### src/rtl/morse_keyer.sv
// Morse output stage: accepts one character per GPIO request toggle and plays it
// on the key pin with standard unit timing; counts completed characters.
module morse_keyer #(
  parameter int unsigned UNIT_CYCLES = 120
) (
  input  logic        CLK,
  input  logic        Reset,
  input  logic [31:0] GPIO,
  output logic        key,
  output logic        busy,
  output logic        ack_tog,
  output logic [7:0]  char_cnt
);

  localparam int unsigned CW = (UNIT_CYCLES > 1) ? $clog2(UNIT_CYCLES) : 1;
  localparam logic [CW-1:0] CYC_LAST = CW'(UNIT_CYCLES - 1);

  typedef enum logic [2:0] {
    IDLE,
    MARK,
    ELEM_GAP,
    CHAR_GAP,
    WORD_GAP
  } state_t;

  state_t        state, state_next;
  logic [CW-1:0] cyc;
  logic [2:0]    units;
  logic [2:0]    idx;
  logic [2:0]    len;
  logic [4:0]    pat;
  logic [2:0]    cnt_dec;
  logic          pending;
  logic          unit_end;
  logic          phase_end;

  always_comb begin
    pending    = (GPIO[31] != ack_tog);
    cnt_dec    = (GPIO[7:5] > 3'd5) ? 3'd5 : GPIO[7:5];
    unit_end   = (cyc == CYC_LAST);

    // Phase length in units; a MARK's length comes from the element being sent.
    len = 3'd1;
    case (state)
      MARK:     len = pat[idx] ? 3'd3 : 3'd1;
      CHAR_GAP: len = 3'd3;
      WORD_GAP: len = 3'd7;
      default:  len = 3'd1;
    endcase
    phase_end = unit_end && (units == len - 3'd1);

    state_next = state;
    case (state)
      IDLE: begin
        if (pending) begin
          if (GPIO[8])
            state_next = WORD_GAP;
          else if (cnt_dec != 3'd0)
            state_next = MARK;
        end
      end
      MARK:     if (phase_end) state_next = (idx == 3'd0) ? CHAR_GAP : ELEM_GAP;
      ELEM_GAP: if (phase_end) state_next = MARK;
      CHAR_GAP: if (phase_end) state_next = IDLE;
      WORD_GAP: if (phase_end) state_next = IDLE;
      default:  state_next = IDLE;
    endcase
  end

  always_ff @(posedge CLK) begin
    if (Reset)
      state <= IDLE;
    else
      state <= state_next;
  end

  always_ff @(posedge CLK) begin
    if (Reset) begin
      cyc      <= '0;
      units    <= '0;
      idx      <= '0;
      pat      <= '0;
      ack_tog  <= 1'b0;
      char_cnt <= '0;
    end else if (state == IDLE) begin
      cyc   <= '0;
      units <= '0;
      if (pending) begin
        ack_tog <= GPIO[31];
        pat     <= GPIO[4:0];
        idx     <= cnt_dec - 3'd1;
      end
    end else if (phase_end) begin
      cyc   <= '0;
      units <= '0;
      if (state == ELEM_GAP)
        idx <= idx - 3'd1;
      if (state == CHAR_GAP)
        char_cnt <= char_cnt + 8'd1;
    end else if (unit_end) begin
      cyc   <= '0;
      units <= units + 3'd1;
    end else begin
      cyc <= cyc + 1'b1;
    end
  end

  assign key  = (state == MARK);
  assign busy = (state != IDLE);

endmodule

### config.mk
export PLATFORM = sky130hd
export DESIGN_NAME = morse_keyer
export DESIGN_NICKNAME = d
export VERILOG_FILES = /design/src/rtl/morse_keyer.sv
export SDC_FILE = /design/constraint.sdc
export NUM_CORES = 1
export LEC_CHECK = 0
export ABC_CLOCK_PERIOD_IN_PS = 2330
export BUFFER_PORTS_ARGS = -buffer_cell sky130_fd_sc_hd__buf_2
export CAP_MARGIN = 20
export CELL_PAD_IN_SITES_DETAIL_PLACEMENT = 2
export CELL_PAD_IN_SITES_GLOBAL_PLACEMENT = 2
export CORE_ASPECT_RATIO = 0.75
export CORE_UTILIZATION = 30
export DETAILED_ROUTE_END_ITERATION = 8
export PLACE_DENSITY_LB_ADDON = 0.1
export SETUP_SLACK_MARGIN = 0.15
export SLEW_MARGIN = 10
export SYNTH_ARGS = -nofsm -noshare
export SYNTH_HDL_FRONTEND = slang
export SYNTH_SLANG_ARGS = --single-unit
### constraint.sdc
create_clock -name CLK -period 2.33 [get_ports CLK]
set_input_delay 0.3495 -clock CLK [delete_from_list [all_inputs] [get_ports CLK]]
set_output_delay 0.3495 -clock CLK [all_outputs]
set_load 0.02 [all_outputs]
# Yosys cells after proc, flatten, opt, wreduce, memory -nomap -nowiden
# Index checks and enable logic that the tools add are counted.
[totals] input_bits=34 out_inout_bits=11 elab_cells=59 regBits=30
[classes] n_mux=17 n_reduce_logical=14 n_lt_le_gt_ge=2 eq_ne=12 bitwise=1 addsub=6
[op_table] operator="$mux W3" count=11
[op_table] operator="$pmux W3 S4" count=1
[op_table] operator="$pmux W3 S3" count=1
[op_table] operator="$sub A3 B1 Y3 const B" count=3
[op_table] operator="$add A8 B1 Y8 const B" count=1
[op_table] operator="$add A7 B1 Y7 const B" count=1
[op_table] operator="$eq A7 B7 Y1 const B" count=1
[op_table] operator="$eq A3 B2 Y1 const B" count=2
[op_table] operator="$logic_not A3 Y1" count=2
[op_table] operator="$reduce_and A3 Y1" count=2
[op_table] operator="$reduce_bool A3 Y1" count=2
[op_table] operator="$reduce_and A5 Y1" count=1
[op_table] operator="$lt A3 B4 Y1 const B" count=1
[op_table] operator="$ne A2 B1 Y1 const B" count=2
[op_table] operator="$ne A2 B2 Y1 const B" count=2
[op_table] operator="$reduce_bool A2 Y1" count=2
[op_table] operator="$reduce_or A4 Y1" count=1
[op_table] operator="$add A3 B1 Y3 const B" count=1
[op_table] operator="$bmux W1 S3" count=1
[op_table] operator="$eq A3 B1 Y1 const B" count=1
[op_table] operator="$eq A3 B3 Y1" count=1
[op_table] operator="$eq A3 B3 Y1 const B" count=1
[op_table] operator="$gt A3 B3 Y1 const B" count=1
[op_table] operator="$ne A3 B3 Y1 const B" count=1
[op_table] operator="other kinds (8)" count=9

# Longest topological paths before layout
[depth] ltp_word=9 mapped_depth=10 ltp_nobuf=9

# Worst setup path after synthesis
# Ideal clock, no wire load.
[synth_timing] kind="register to register" start="register cyc[0]" end="register idx[2]" slack_ns=0.345 setup_time_ns=0.117 period_less_slack_ns=1.985 stages_incl_launch_ff=8 path_buffers=0 t_arrival_ns=1.868 required_ns=2.213 cell_sequence="dfxtp_1 ha_1 nand3_1 nor4_4 nor3b_1 nor4b_2 o21ai_0 a32o_1"
[synth_via] elab_chain_cells=4
[synth_rtl] item="start: declaration" line_no="27" source="logic [CW-1:0] cyc;"
[synth_rtl] item="start signal: assignment" line_no="104" source="cyc <= cyc + 1'b1;"
[synth_rtl] item="$eq A7 B7 Y1" line_no="40" source="unit_end = (cyc == CYC_LAST);"
[synth_rtl] item="$logic_and A1 B1 Y1" line_no="50" source="phase_end = unit_end && (units == len - 3'd1);"
[synth_rtl] item="$reduce_bool A2 Y1 (no source line)"
[synth_rtl] item="$reduce_and A3 Y1 (no source line)"
[synth_rtl] item="end signal: assignment" line_no="91" source="idx <= cnt_dec - 3'd1;"
[synth_rtl] item="end signal: assignment" line_no="97" source="idx <= idx - 3'd1;"
[synth_rtl] item="end: declaration" line_no="29" source="logic [2:0] idx;"
# Every way passes these cells.
# A chain may end at the register's enable or synchronous reset.

# Worst setup path after layout
[layout_timing] start="register state[2]" end="register idx[2]"
[layout_via] elab_chain_cells=7 elab_cells_between_ends=14 cone_classes="1 x add/sub; 6 x eq/ne; 2 x mux; 5 x reduce/logical"
[layout_rtl] item="start: declaration" line_no="26" source="state_t state, state_next;"
[layout_rtl] item="start signal: assignment" line_no="74" source="state <= state_next;"
[layout_rtl] item="$eq A3 B3 Y1, or another cell as far along" line_no="44" source="case (state)"
[layout_rtl] item="$pmux W3 S3" line_no="44"
[layout_rtl] item="$sub A3 B1 Y3" line_no="50"
[layout_rtl] item="$eq A3 B3 Y1" line_no="50"
[layout_rtl] item="$logic_and A1 B1 Y1" line_no="50"
[layout_rtl] item="$reduce_bool A2 Y1 (no source line)"
[layout_rtl] item="$reduce_and A3 Y1 (no source line)"
# Several ways; a longest one is shown, not always the timed one.

==> summary.md <==
| Metric | Value |
|---|---|
| Status | completed |
| WL met2 | 2130 µm |
| Endpoint class of the critical path | flop |
| Tcrit/Tclk final | 91.7% |
| Final WL | 4460 µm |
| Syn-to-layout area delta | 23.8% |
| Final #Nets | 258 |
| Post-synth EDFFs | 0 |
| Rel. slew slack | 65.5% |
| Hold Crit Depth | 3 |
| Mapped Nets | 224 |
| P_leak | 0.782 nW |
| Final ANT Viol Nets | 0 |
| Post-synthesis instance area | 0.00165 mm² |
| First-pass GRT wire length | 7600 µm |
| Sink Count | 30 |
| Fin Clk Skew | 0.00357 ns |
| Die Ht | 66.3 µm |
| Ports | 45 |
| Antenna violations before repair | 0 |
| Ranking of synthesized cells by area | dfxtp_1, nor2_1, mux2i_1, xnor2_1, a21oi_1 |
| Fin. max-slew vios | 0 |
| YS warnings | 0 |
| Starting density of the core | 31.1% |
| Kind of critical path | flop to flop |
| Die area | 0.00582 mm² |
| FF-to-FF End | idx[2] |
| Input/output buffers | 22 |
| GRT overflow | 0 |
| Largest area contributor in the netlist | dfxtp_1 |
| DRC | 0 |
| Actual slew at the worst max-slew pin | 0.514 ns |
| Min Tclk post-route | 2.14 ns |
| Worst-path maximum fanout | 9 |
| CTS tree | yes |
| #FFs+latches synth | 30 |
| Fillers | 599 |
| HP Class | primary input to flop |
| Clk slew on worst S/H paths | 0.06 ns |
| Ant. Diodes | 0 |
| Hold slack | 0.312 ns |
| Placer Congestion | 0.752 |
| GR Util All Layers | 17.2% |
| Clock Path Buffers | 2 |
| Initial DRC count | 49 |
| Avg Cell Area, Syn | 8.89 µm² |
| Synth top area share | 36.3% |
| TritonCTS Buffers | 5 |
| Hold-fix buffers, CTS | 0 |
| Critical Path Source Type | flop |
| Largest net degree at the start of global routing | 22 |
| Leading cell type in the layout, fill and taps excluded | nor2_1 |
| Worst path arrival time | 2.30 ns |
| Met1 WL | 2170 µm |
| Drt wl/cell | 15.1 µm |
| H-tree levels | 2 |
| CTS Root Cell | clkbuf_8 |
| Seq/Total Area, Yosys | 36.3% |
| CORE AREA | 0.00532 mm² |
| Via count | 1453 |
| Post-Synthesis Cells | 186 |
| Placement Setup Slack | 0.0309 ns |
| Worst-Skew Late Latency | 0.28 ns |
| Post-DP HPWL | 3310 µm |
| Most frequent cells in the layout | nor2_1, dfxtp_1, buf_2, nand2_1 |
| Max_cap viols | 0 |
| CP startpoint | state[2] |
| Share of cells above drive strength 1 | 29.1% |
| Yosys cell types | 52 |
| Worst R2R Setup Slack | 0.19 ns |
| Setup Viol. Count Final | 0 |
| Post-synth ARST share | 0% |
| Placed cells | 285 |
| Setup TNS | 0 ns |
| Vias in the first global route | 1513 |
| Reg2reg start | state[2] |
| Synth Flop Type | dfxtp_1 |
| Post-Layout Cell Count | 295 |
| Final Hold Viols | 0 |
| P per Cell Area | 625 mW/mm² |
| RSZ-0062 raised after global routing | true |
| Initial DRT Pass Iterations | 4 |
| Die width | 87.7 µm |
| CP endpoint | idx[2] |
| # rows | 23 |
| Final setup margin | 0.194 ns |
| Met3 wire len | 119 µm |
| Critical path required time | 2.50 ns |
| Tot Pwr | 1.28 mW |
| Achievable Freq | 468 MHz |
| Via density | 4.93 |
| Top layer reached by signal wires | met4 |
| Maximum VDD drop | 0.000232 V |
| Worst-case reg-to-reg path depth | 7 |
-- stage by stage --
stage / util (%) / cell area [µm²]
floorplan: - / 1650
finish: 38.4 / 2050
detailed placement: 35.3 / 1880
global placement: 35.3 / 1880
global route: 38.4 / 2050
CTS: 37.1 / 1970
-- worst min-delay path by stage --
stage	from	endpoint	slack, ns
after floorplan	cyc[0]	cyc[0]	0.42
after global placement	cyc[0]	cyc[0]	0.43
after detailed placement	cyc[0]	cyc[0]	0.45
after CTS	GPIO[1]	pat[1]	0.31
after global routing	GPIO[1]	pat[1]	0.33
final	GPIO[4]	pat[4]	0.31
-- worst max-delay path, cell delays in order, from the launching register on --
cell and delay [ns]:
dfxtp_4 0.38, or3b_4 0.43, or4_4 0.44, nand4_4 0.10, nor4b_4 0.05, buf_4 0.15
or2_4 0.24, a32o_1 0.21
-- layer usage --
metal | vias up | global-route usage [%]
met1 | 707 | 23.8
met5 | - | 0
li1 | 723 | -
met3 | 4 | 3.37
met4 | 0 | 4.92
met2 | 19 | 27.0
-- cells by family after synthesis --
logic type	synth area share (%)
DFF	36.3
AOI/OAI and AO/OA	11.3
adders and majority gates	3.03
buffers and inverters	4.39
xor gates and xnor gates	6.35
muxes	6.58
and+or+nand+nor	32.1
-- power by group --
group / switching [mW] / internal [mW]
combinational: 0.161 / 0.137
sequential: 0.0439 / 0.544
clock: 0.189 / 0.205
-- cell usage after synthesis (all sizes together), types with 2 or more instances --
master  number
and3         3
buf          4
nor3         8
xor2         4
a31oi        2
clkbuf       2
dfxtp       30
inv          9
xnor2        8
mux2i        9
nor2        32
a211oi       2
o21ai        5
or3          3
a31o         2
a21oi       10
nand3        5
or4          2
nand2       13
nand4        6
nor3b        5
nor2b        2
nor4         2
ha           4
-- flip-flops by register name, summed over array words and instances (netlist names) --
signal and count:
state 3, units 3, cyc 7, pat 5, ack_tog 1, idx 3
char_cnt 8
-- area by class of cell --
cell class,count,area [µm²],area share (%)
multi-input cells,141,1040,50.7
clock buffers,7,76.3,3.73
well taps,75,93.8,4.58
inverters,9,33.8,1.65
flip-flops and latches,30,608,29.7
repair buffers,33,196,9.60
-- timing repair --
item / in CTS / in global routing
setup endpoints to repair: 6 / 16
hold endpoints to repair: 0 / 0
setup buffers: 0 / 3
pin swaps: 0 / 1
cloned: 0 / 0
gates resized for setup: 5 / 11
Power figures use the tool's default switching activity.
